===== config.mk =====
export PLATFORM = sky130hd
export DESIGN_NAME = dm9000a_bus_engine
export DESIGN_NICKNAME = d
export VERILOG_FILES = /design/src/rtl/dm9000a_bus_engine.sv
export SDC_FILE = /design/constraint.sdc
export NUM_CORES = 1
export LEC_CHECK = 0
export CAP_MARGIN = 25
export CORE_ASPECT_RATIO = 1.4
export CORE_UTILIZATION = 42
export CTS_CLUSTER_DIAMETER = 40
export DETAILED_ROUTE_END_ITERATION = 10
export PLACE_DENSITY = 0.83
export RECOVER_POWER = 50
export SYNTH_ARGS = -nofsm -noshare
export SYNTH_HDL_FRONTEND = slang
export SYNTH_SLANG_ARGS = --single-unit

===== constraint.sdc =====
create_clock -name iDm9000aClk -period 2.1 [get_ports iDm9000aClk]
set_input_delay 0.21 -clock iDm9000aClk [delete_from_list [all_inputs] [get_ports iDm9000aClk]]
set_output_delay 0.21 -clock iDm9000aClk [all_outputs]
set_load 0.02 [all_outputs]

===== src/rtl/dm9000a_bus_engine.sv =====
// DM9000A host-bus engine: turns Iow / Ior / IOWR requests into timed
// CS#/CMD/IOW#/IOR# bus cycles and returns a one-cycle RunEnd per request.
module dm9000a_bus_engine #(
    parameter int T_SETUP   = 1,
    parameter int T_STROBE  = 3,
    parameter int T_HOLD    = 1,
    parameter int T_RECOVER = 2
) (
    input  logic        iDm9000aClk,
    input  logic        iReset,
    input  logic        iIow_RunStart,
    input  logic [15:0] iIow_Reg,
    input  logic [15:0] iIow_Data,
    output logic        oIow_RunEnd,
    input  logic        iIor_RunStart,
    input  logic [15:0] iIor_Reg,
    output logic        oIor_RunEnd,
    output logic [15:0] oIor_ReturnValue,
    input  logic        iIOWR_RunStart,
    input  logic        iIOWR_IndexOrData,
    input  logic [15:0] iIOWR_OutData,
    output logic        oIOWR_RunEnd,
    output logic        oDm9000aCS_n,
    output logic        oDm9000aCMD,
    output logic        oDm9000aIOW_n,
    output logic        oDm9000aIOR_n,
    output logic [15:0] oDm9000aDataOut,
    output logic        oDm9000aDataOE,
    input  logic [15:0] iDm9000aDataIn
);

    typedef enum logic [2:0] {
        S_IDLE, S_SETUP, S_STROBE, S_HOLD, S_RECOVER, S_ACK, S_RELEASE
    } state_t;

    typedef enum logic [1:0] {OP_IOW, OP_IOR, OP_IOWR} op_t;

    state_t      state_q, state_d;
    op_t         op_q, op_d;
    logic        phase_q, phase_d;      // 0 = index phase, 1 = data phase
    logic [3:0]  cnt_q, cnt_d;
    logic [15:0] idx_q, idx_d;
    logic [15:0] data_q, data_d;
    logic        cmd_q, cmd_d;
    logic        granted_start;

    logic        cs_n_nx, cmd_nx, iow_n_nx, ior_n_nx, oe_nx;
    logic [15:0] dout_nx;
    logic        iow_end_nx, ior_end_nx, iowr_end_nx;
    logic        active_nx, read_nx;

    // Dwell length of each timed state, minus one, loaded on state entry.
    function automatic logic [3:0] reload(state_t s);
        case (s)
            S_SETUP:   return 4'(T_SETUP - 1);
            S_STROBE:  return 4'(T_STROBE - 1);
            S_HOLD:    return 4'(T_HOLD - 1);
            S_RECOVER: return 4'(T_RECOVER - 1);
            default:   return 4'd0;
        endcase
    endfunction

    // State register plus the request fields latched at grant.
    always_ff @(posedge iDm9000aClk) begin
        // NOTE: synchronous reset -- iReset is only looked at on the clock edge.
        if (iReset) begin
            state_q <= S_IDLE;
            op_q    <= OP_IOW;
            phase_q <= 1'b0;
            cnt_q   <= 4'd0;
            idx_q   <= 16'd0;
            data_q  <= 16'd0;
            cmd_q   <= 1'b0;
        end else begin
            // NOTE: sequential state uses non-blocking assignments only.
            state_q <= state_d;
            op_q    <= op_d;
            phase_q <= phase_d;
            cnt_q   <= cnt_d;
            idx_q   <= idx_d;
            data_q  <= data_d;
            cmd_q   <= cmd_d;
        end
    end

    // Next-state logic: grant, phase sequencing and dwell counting.
    always_comb begin
        // NOTE: every variable gets a default first so no latch is inferred.
        state_d = state_q;
        op_d    = op_q;
        phase_d = phase_q;
        idx_d   = idx_q;
        data_d  = data_q;
        cmd_d   = cmd_q;

        case (op_q)
            OP_IOW:  granted_start = iIow_RunStart;
            OP_IOR:  granted_start = iIor_RunStart;
            default: granted_start = iIOWR_RunStart;
        endcase

        case (state_q)
            S_IDLE: begin
                if (iIow_RunStart) begin
                    op_d    = OP_IOW;
                    idx_d   = iIow_Reg;
                    data_d  = iIow_Data;
                    phase_d = 1'b0;
                    state_d = S_SETUP;
                end else if (iIor_RunStart) begin
                    op_d    = OP_IOR;
                    idx_d   = iIor_Reg;
                    phase_d = 1'b0;
                    state_d = S_SETUP;
                end else if (iIOWR_RunStart) begin
                    // Single-phase access: start directly in the last phase.
                    op_d    = OP_IOWR;
                    data_d  = iIOWR_OutData;
                    cmd_d   = iIOWR_IndexOrData;
                    phase_d = 1'b1;
                    state_d = S_SETUP;
                end
            end
            S_SETUP:   if (cnt_q == 4'd0) state_d = S_STROBE;
            S_STROBE:  if (cnt_q == 4'd0) state_d = S_HOLD;
            S_HOLD:    if (cnt_q == 4'd0) state_d = S_RECOVER;
            S_RECOVER: begin
                if (cnt_q == 4'd0) begin
                    if (!phase_q) begin
                        phase_d = 1'b1;
                        state_d = S_SETUP;
                    end else begin
                        state_d = S_ACK;
                    end
                end
            end
            S_ACK:     state_d = S_RELEASE;
            S_RELEASE: if (!granted_start) state_d = S_IDLE;
            default:   state_d = S_IDLE;
        endcase

        if (state_d != state_q)
            cnt_d = reload(state_d);
        else
            cnt_d = (cnt_q == 4'd0) ? 4'd0 : cnt_q - 4'd1;
    end

    // Output decode from the next state so the registered pins line up with it.
    always_comb begin
        active_nx   = (state_d == S_SETUP) || (state_d == S_STROBE) || (state_d == S_HOLD);
        read_nx     = (op_d == OP_IOR) && phase_d;
        cs_n_nx     = !active_nx;
        cmd_nx      = oDm9000aCMD;
        dout_nx     = oDm9000aDataOut;
        if (active_nx) begin
            cmd_nx  = (op_d == OP_IOWR) ? cmd_d : phase_d;
            dout_nx = phase_d ? data_d : idx_d;
        end
        oe_nx       = active_nx && !read_nx;
        iow_n_nx    = !((state_d == S_STROBE) && !read_nx);
        ior_n_nx    = !((state_d == S_STROBE) && read_nx);
        iow_end_nx  = (state_d == S_ACK) && (op_d == OP_IOW);
        ior_end_nx  = (state_d == S_ACK) && (op_d == OP_IOR);
        iowr_end_nx = (state_d == S_ACK) && (op_d == OP_IOWR);
    end

    // Output registers, plus read-data capture on the last read-strobe cycle.
    always_ff @(posedge iDm9000aClk) begin
        if (iReset) begin
            oDm9000aCS_n     <= 1'b1;
            oDm9000aCMD      <= 1'b0;
            oDm9000aIOW_n    <= 1'b1;
            oDm9000aIOR_n    <= 1'b1;
            oDm9000aDataOut  <= 16'd0;
            oDm9000aDataOE   <= 1'b0;
            oIow_RunEnd      <= 1'b0;
            oIor_RunEnd      <= 1'b0;
            oIOWR_RunEnd     <= 1'b0;
            oIor_ReturnValue <= 16'd0;
        end else begin
            oDm9000aCS_n     <= cs_n_nx;
            oDm9000aCMD      <= cmd_nx;
            oDm9000aIOW_n    <= iow_n_nx;
            oDm9000aIOR_n    <= ior_n_nx;
            oDm9000aDataOut  <= dout_nx;
            oDm9000aDataOE   <= oe_nx;
            oIow_RunEnd      <= iow_end_nx;
            oIor_RunEnd      <= ior_end_nx;
            oIOWR_RunEnd     <= iowr_end_nx;
            if ((state_q == S_STROBE) && (cnt_q == 4'd0) && (op_q == OP_IOR) && phase_q)
                oIor_ReturnValue <= iDm9000aDataIn;
        end
    end

endmodule


; ---- After elaboration in Yosys (flattened, before gate mapping)
; Index checks and enable logic that the tools add are counted.
[totals]
reg_bits = 83
inputBits = 86
out_inout_bits = 40
wordCells = 89
[op_classes]
addsub = 1
n_eq_ne = 15
mux = 36
n_reduce_logical = 20
[ops]
columns = op, count
row1 = 16-bit two-way mux, 8
row2 = 3-bit two-way mux, 9
row3 = 3-bit case mux with 7 select lines, 1
row4 = 3-bit equality test (second input constant), 5
row5 = 3-bit by 2-bit equality test with 1-bit output (second input constant), 4
row6 = 1-bit logical AND, 10
row7 = 1-bit two-way mux, 9
row8 = 2-bit two-way mux, 4
row9 = 4-bit two-way mux, 2
row10 = 3-bit by 1-bit equality test with 1-bit output (second input constant), 2
row11 = 2-bit by 1-bit equality test with 1-bit output (second input constant), 2
row12 = 1-bit logical NOT, 4
row13 = 2-bit logical NOT, 2
row14 = 4-bit logical NOT, 1
row15 = 1-bit case mux with 2 select lines, 2
row16 = 2-bit case mux with 2 select lines, 1
row17 = 4-bit by 1-bit subtractor with 4-bit output (second input constant), 1
row18 = 3-bit logical NOT, 1
row19 = 3-bit != test, 1
row20 = 2-bit equality test (second input constant), 1
row21 = 1-bit logical OR, 2

; ---- Longest topological paths before layout
; Gate-level depths: netlist (run 1).
[depth]
depth_word = 9
depth_mapped = 9
depth_no_buf = 6

; ---- Worst setup path before layout (run 1)
; No wires, ideal clock.
[synth_path]
kind = flip-flop to flip-flop
startpoint = reg cnt_q[0]
endpoint = reg oIor_ReturnValue[10]
setup_ps = 138
arrival_ps = 1906
t_required_ps = 1962
path_slack_ps = 57
stages_incl_launch_ff = 8
n_path_buf = 3
period_less_slack_ps = 2043
cell_sequence = dfxtp_1 or4_4 buf_6 or4_4 buf_6 buf_12 nand2_2 a21oi_2
[synth_via]
elab_chain_len = 4
[synth_lines]
columns = item, line_no
row1 = "start, declared", 41  ; logic [3:0] cnt_q, cnt_d;
row2 = "start signal, assigned", 79  ; cnt_q <= cnt_d;
row3 = 4-bit logical NOT, 190  ; if ((state_q == S_STROBE) && (cnt_q == 4'd0) && (op_q == OP_IOR) && phase_q)
row4 = 1-bit logical AND (3 in a row), 190
row5 = "end signal, assigned", 191  ; oIor_ReturnValue <= iDm9000aDataIn;
row6 = "end, declared", 18  ; output logic [15:0] oIor_ReturnValue,
; No other way between the ends.
; A chain may end at the register's enable or synchronous reset.

; ---- Worst setup path after layout (run 1)
[layout_path]
startpoint = reg cnt_q[0]
endpoint = reg oDm9000aDataOut[11]
[layout_via]
elab_chain_len = 6
word_cells_on_any_way = 14
cone_classes = 3 x eq/ne / 8 x mux / 3 x reduce/logical
[layout_lines]
columns = item, line_no
row1 = 4-bit logical NOT *, -
row2 = "3-bit two-way mux, on equally long branches", -
row3 = 3-bit case mux with 7 select lines, 102  ; case (state_q)
row4 = 3-bit by 1-bit equality test with 1-bit output / 3-bit by 2-bit equality test with 1-bit output (equally long branches), 150  ; active_nx = (state_d == S_SETUP) || (state_d == S_STROBE) || (state_d == S_HOLD);
row5 = 1-bit logical OR (2 in a row), 150
row6 = "end signal, assigned", 185  ; oDm9000aDataOut <= dout_nx;
row7 = "end, declared", 27  ; output logic [15:0] oDm9000aDataOut,
; Every way passes the cells marked *; elsewhere a longest branch is shown, timed or not.

==> results of run 1 <==
-- registers in the layout, indices dropped and copies added (netlist names) --
register          flops
cmd_q                 1
cnt_q                 4
data_q               16
idx_q                16
oDm9000aCMD           1
oDm9000aCS_n          1
oDm9000aDataOE        1
oDm9000aDataOut      16
oDm9000aIOR_n         1
oDm9000aIOW_n         1
oIOWR_RunEnd          1
oIor_ReturnValue     16
oIor_RunEnd           1
oIow_RunEnd           1
op_q                  2
phase_q               1
state_q               3
-- critical path: stages (launching register included) --
cell      delay, ps
dfxtp_1         340
or4_4           610
nand2_1         130
o221ai_2        180
buf_4           250
mux2i_1         200
mux2i_1         100
nor2_1          120
-- stage by stage --
step	util, %	setup TNS, ps	hold slack, ps	power, uW	std cells
final	66.6	0	363	5400	670
after global routing	66.6	0	404	5640	670
after CTS	66.3	0	362	5430	668
after detailed placement	61.9	-1970	445	3490	652
after global placement	61.9	-655	438	3440	652
after floorplan	-	0	350	2790	413
-- path summary, 6_finish.rpt --
kind,start,to,slack (ps),cells past startpoint
setup / recovery,cnt_q[0]$_SDFF_PP0_,oDm9000aDataOut[11]$_SDFFE_PP0P_,90,7
hold reg to reg,oIor_ReturnValue[8]$_SDFFE_PP0P_,oIor_ReturnValue[8]$_SDFFE_PP0P_,450,2
setup reg to reg,cnt_q[0]$_SDFF_PP0_,oDm9000aDataOut[11]$_SDFFE_PP0P_,90,7
hold / removal,iReset,state_q[1]$_SDFF_PP0_,360,2
-- Yosys cell counts (all sizes together), types with 6 or more instances --
library cell,count
dfxtp,83
nor2,67
nand2,44
mux2i,36
clkbuf,22
a21oi,19
a221oi,17
a22o,16
a22oi,16
a32o,16
buf,13
nor3,9
nor2b,6
o21ai,6
-- layout make-up --
| class | instances | area [sq um] |
|---|---|---|
| multi-input cells | 291 | 1980 |
| inverters | 4 | 15.0 |
| flip-flops and latches | 83 | 1660 |
| repair buffers | 171 | 1650 |
| clock inverters | 6 | 138 |
| fillers | 703 | 2910 |
| well taps | 105 | 131 |
| clock buffers | 10 | 229 |
-- where the power goes --
part,internal [uW],switching (uW),total [uW]
Combinational,794,843,1640
Sequential,1750,100,1850
Clock,1290,627,1910
-- what timing repair did --
action,4_1_cts,5_1_grt
pin swaps,0,2
endpoints found under the setup margin,2,16
setup buffers,0,2
gates resized for setup,2,2
gates cloned,0,0
-- metal layers --
metal / GRT usage, % / vias to the layer above / wire length (microns)
met1: 27.2 / 1800 / 4180
met3: 6.19 / 23 / 966
met2: 45.4 / 181 / 5900
met5: 0 / - / 0
met4: 12.5 / 0 / 320
li1: - / 1806 / -
-- logic make-up (layout without fill, tap and decap cells) --
kind of cell | after synthesis | in the layout
AOI/OAI and AO/OA | 110 | 110
and+or+nand+nor | 144 | 144
buffers and inverters | 39 | 191
muxes | 37 | 37
DFF | 83 | 83
==> reports/qor.csv, run 1 <==
stage,metric,value,unit
worst_setup_path,cp.required,2370,ps
synthesis,yosys.area_share.simple,18.0,%
timing,period_share,95.5,%
global_route,grt_pass1_wl,18100,microns
worst_setup_path,start_kind,flop,
synthesis,synthArstFlopShare,0,%
floorplan,die_h,115,microns
global_route,grt_pass1_vias,3698,
synthesis,ys_types,51,
timing,final_max_slew_viol_count,0,
route,vias,3810,
global_route,grt_antenna_before_repair,0,
timing,layout_setup_ws,93.6,ps
route,postRouteAntennaNets,0,
min_path,min_path_type,in2reg,
layout,fin_area,5800,sq um
timing,slew_headroom,60.1,%
route,detail_route.wl_per_cell,17.0,microns
synthesis,synth_warnings,0,
floorplan,io_pins,126,
synthesis,synth_ff_type,dfxtp_1,
floorplan,start_util,44.0,%
synthesis,syn-cell-area,3830,sq um
place,post-dp-hpwl,8360,microns
worst_setup_path,crit_arrival,2270,ps
clock_tree,cts_htree_levels,3,
global_route,grt.total_usage,25.4,%
layout,final_nets,646,
synthesis,synth_compound_area_share,23.1,%
synthesis,synth_fa_ha_area_share,0,%
timing,post-route-min-period,2010,ps
synthesis,synth_area_per_cell,9.27,sq um
clock_tree,cts_tree,built,
synthesis,synth_top_family_by_area,compound AO/OA/AOI/OAI gates,
worst_setup_path,worstSetupPathType,reg2reg,
clock_tree,clkSinkCount,83,
timing,worstMarginPinSlew,599,ps
timing,hold_viol,0,
clock_tree,clkSlewWorstSetupHoldPaths,60,ps
clock_tree,clock-root-buffer,clkbuf_16,
layout,layout_common_cells,"dfxtp_1, clkdlybuf4s50_1, nor2_1, dlygate4sd3_1, buf_4",
route,wl,11400,microns
timing,skew,8.41,ps
layout,diodes,0,
layout,syn_to_final_growth,51.4,%
run_status,status,finished clean,
floorplan,die_w,82.7,microns
power_and_ir_drop,peakVddDrop,0.633,mV
place,port_buffers,125,
synthesis,ys_seq_area_share,43.4,%
worst_setup_path,crit_fanout,9,
power_and_ir_drop,power_density,931,nW/um^2
global_route,overflow,0,
clock_tree,clk_latency,340,ps
floorplan,coreArea,8710,sq um
power_and_ir_drop,p_leak,0.00236,uW
clock_tree,hold_buffers,0,
synthesis,yosys.area.top_type_share,43.4,%
synthesis,synth_xor_area_share,0,%
clock_tree,cts_max_path_buffers,2,
synthesis,yosys_register_bits,83,
synthesis,synth_area_leaders,"dfxtp_1, mux2i_1, nor2_1",
route,drt_iter0_drc,255,
layout,drive_gt1_share,16.6,%
synthesis,synth_top_area_cell,dfxtp_1,
global_route,grt_max_degree,56,
clock_tree,cts_buffers,9,
place,place_ws,-134,ps
synthesis,syn-num-nets,499,
floorplan,rows,40,
synthesis,synthCells,413,
run,maxCapViolations,0,
route,via_per_inst,5.69,
timing,rsz0062_at_grt,no,
synthesis,muxShareOfSynthArea,9.70,%
route,drc_errors,0,
synthesis,synth-edff-count,0,
worst_setup_path,end_kind,flop,
route,first_pass_iters,5,
floorplan,dieArea,9510,sq um
place,placed_area,5390,sq um
place,place_congestion,0.888,
timing,fmax,498,MHz
timing,setup-violations-final,0,
(Power assumes the default switching activity.)
==> inputs of run 2 (changes only) <==
--- a/config.mk
+++ b/config.mk
@@ -7,6 +7,7 @@
 export LEC_CHECK = 0
 export CAP_MARGIN = 25
 export CORE_ASPECT_RATIO = 1.4
+export CORE_MARGIN = 4
 export CORE_UTILIZATION = 42
 export CTS_CLUSTER_DIAMETER = 40
 export DETAILED_ROUTE_END_ITERATION = 10
==> reports/qor.csv, run 2 (same netlist as run 1, synthesis figures left out) <==
stage,metric,value,unit,change
route,wl_met3,648,microns,-33%
worst_setup_path,crit_slowest_cell,dfxtp_1,,
place,post-dp-hpwl,8840,microns,+5.8%
global_route,grt_pass1_wl,18400,microns,+2.0%
global_route,grt_antenna_before_repair,0,,unchanged
route,wl_met1,4630,microns,+11%
clock_tree,cts_htree_levels,3,,unchanged
floorplan,coreArea,8980,sq um,+3.1%
worst_setup_path,critPathLaunch,state_q[2]$_SDFF_PP0_,,
worst_setup_path,reg2regPathDepth,8,,+1
min_path,min_path_type,in2reg,,
timing,fmax,503,MHz,+0.91%
route,wl,11800,microns,+3.6%
layout,drive_gt1_share,18.3,%,+1.7 points
layout,layout_common_cells,"clkdlybuf4s50_1, dfxtp_1, nor2_1, buf_4, dlygate4sd3_1",,
global_route,grt_max_degree,61,,+8.9%
route,via_per_inst,5.59,,-1.8%
timing,period_share,94.7,%,-0.87 points
route,wl_met2,6120,microns,+3.8%
layout,diodes,0,,unchanged
clock_tree,post_cts_resized,0,,-2
global_route,grt.total_usage,22.1,%,-3.3 points
timing,skew,5.61,ps,-2.80 ps
layout,layout.cells.non_filler,674,,+0.60%
place,port_buffers,125,,unchanged
clock_tree,clkSlewWorstSetupHoldPaths,60,ps,about the same
layout,final_nets,648,,+0.31%
timing,slew_headroom,61.0,%,+0.93 points
floorplan,die_w,88.7,microns,+7.3%
power_and_ir_drop,p_leak,0.00239,uW,+1.2%
timing,worstMarginPinSlew,583,ps,-15.1 ps
timing,hold_viol,0,,unchanged
clock_tree,cts_setup_buffers,0,,unchanged
floorplan,die_h,121,microns,+5.2%
floorplan,start_util,42.7,%,-1.3 points
route,drc_errors,0,,unchanged
layout,final_util,65.3,%,-1.3 points
layout,fillers,708,,+0.71%
worst_setup_path,crit_arrival,2200,ps,-70 ps
global_route,overflow,0,,unchanged
route,first_pass_iters,5,,unchanged
worst_setup_path,cp.required,2320,ps,-50 ps
clock_tree,cts_max_path_buffers,2,,unchanged
floorplan,dieArea,10700,sq um,+13%
clock_tree,clk_latency,330,ps,about the same
clock_tree,hold_buffers,0,,unchanged
place,dp.cells,658,,+0.92%
clock_tree,clock-root-buffer,clkbuf_16,,
route,vias,3765,,-1.2%
worst_setup_path,crit_fanout,10,,+1
power_and_ir_drop,peakVddDrop,0.555,mV,-12%
layout,layout_commonest_cell,clkdlybuf4s50_1,,
min_path,min_from,iReset,,
worst_setup_path,start_kind,flop,,
worst_setup_path,r2r-end,oDm9000aDataOut[7]$_SDFFE_PP0P_,,
timing,setup-violations-final,0,,unchanged
global_route,grt_pass1_vias,3894,,+5.3%
power_and_ir_drop,power_density,934,nW/um^2,+0.26%
worst_setup_path,end_kind,flop,,
floorplan,io_pins,126,,unchanged
timing,final_max_slew_viol_count,0,,unchanged
layout,syn_to_final_growth,53.0,%,
timing,post-route-min-period,1990,ps,-18.2 ps
worst_setup_path,critPathMostFrequentCell,mux2i_1,,
clock_tree,clkSinkCount,83,,unchanged
worst_setup_path,reg2reg_from,state_q[2]$_SDFF_PP0_,,
worst_setup_path,path_cells,nor3_2 -> buf_4 -> and2_1 -> buf_12 -> a221oi_1 -> mux2i_1 -> mux2i_1 -> nor2_1,,
route,detail_route.wl_per_cell,17.5,microns,+3.0%
worst_setup_path,critPathMaxStageDelay,440,ps,-170 ps
worst_setup_path,worstSetupPathType,reg2reg,,
worst_setup_path,reg2reg_slack,110,ps,+20 ps
run,maxCapViolations,0,,unchanged
worst_setup_path,cp-endpoint,oDm9000aDataOut[7]$_SDFFE_PP0P_,,
clock_tree,cts_buffers,9,,unchanged
route,drt_iter0_drc,200,,-22%
place,place_congestion,0.942,,+6.1%
route,postRouteAntennaNets,0,,unchanged
run_status,status,finished clean,,
clock_tree,cts_tree,built,,
route,routed.top_layer,met4,,
floorplan,rows,41,,+2.5%
[run 2: cell count changes in the layout (fill, tap and decap cells not counted), sizes merged]
| cell | delta |
|---|---|
| buf | +2 |
| clkinv | -1 |
| clkinvlp | +1 |
| dlygate4sd3 | -1 |
| clkdlybuf4s50 | +1 |
[run 2: per-stage QoR]
step	hold WS [ps]	TNS, ps	area, sq um	setup WS (ps)	total power (uW)
2_1_floorplan	350	0	3830	56.7	2790
5_1_grt	305	-8.32	5860	-5.02	5700
3_3_place_gp	437	-2010	5440	-203	3490
3_5_place_dp	445	-2660	5440	-177	3530
6_report	280	0	5860	112	5470
4_1_cts	278	0	5810	11.8	5490
[run 2: final cells by class]
type / count / area, sq um / area share [%]
Multi-Input combinational cell: 291 / 2000 / 34.2
Clock inverter: 6 / 136 / 2.33
Inverter: 4 / 15.0 / 0.256
Timing Repair Buffer: 173 / 1670 / 28.5
Clock buffer: 10 / 239 / 4.08
Sequential cell: 83 / 1660 / 28.4
Tap cell: 107 / 134 / 2.29
[run 2: how the worst min path moves through the flow]
stage	end	slack, ps	depth (start not counted)
6_report	op_q[0]$_SDFF_PP0_	280	2
4_1_cts	op_q[0]$_SDFF_PP0_	280	2
3_5_place_dp	oIor_ReturnValue[4]$_SDFFE_PP0P_	440	2
3_3_place_gp	oIor_ReturnValue[5]$_SDFFE_PP0P_	440	2
2_1_floorplan	oIor_ReturnValue[0]$_SDFFE_PP0P_	350	2
5_1_grt	data_q[10]$_SDFF_PP0_	310	2
[run 2: routing by layer]
layer / vias up / track usage, %
li1: 1815 / -
met5: - / 0
met3: 24 / 3.33
met4: 0 / 13.3
met2: 132 / 37.5
met1: 1794 / 25.6
[run 2: worst max-delay path, delay by kind of cell (launching register included)]
family	cells	cell delay [ps]
buffers and inverters	2	360
and+or+nand+nor	3	400
DFF	1	440
muxes	2	280
AOI/OAI and AO/OA	1	400
[run 2: report_power, final]
| group | total (uW) | leakage [uW] | switching, uW | internal, uW |
|---|---|---|---|---|
| logic | 1660 | 0.00153 | 846 | 813 |
| registers | 1850 | 0.000679 | 105 | 1750 |
| clock network | 1960 | 0.000179 | 641 | 1320 |
| total | 5470 | 0.00239 | 1590 | 3880 |
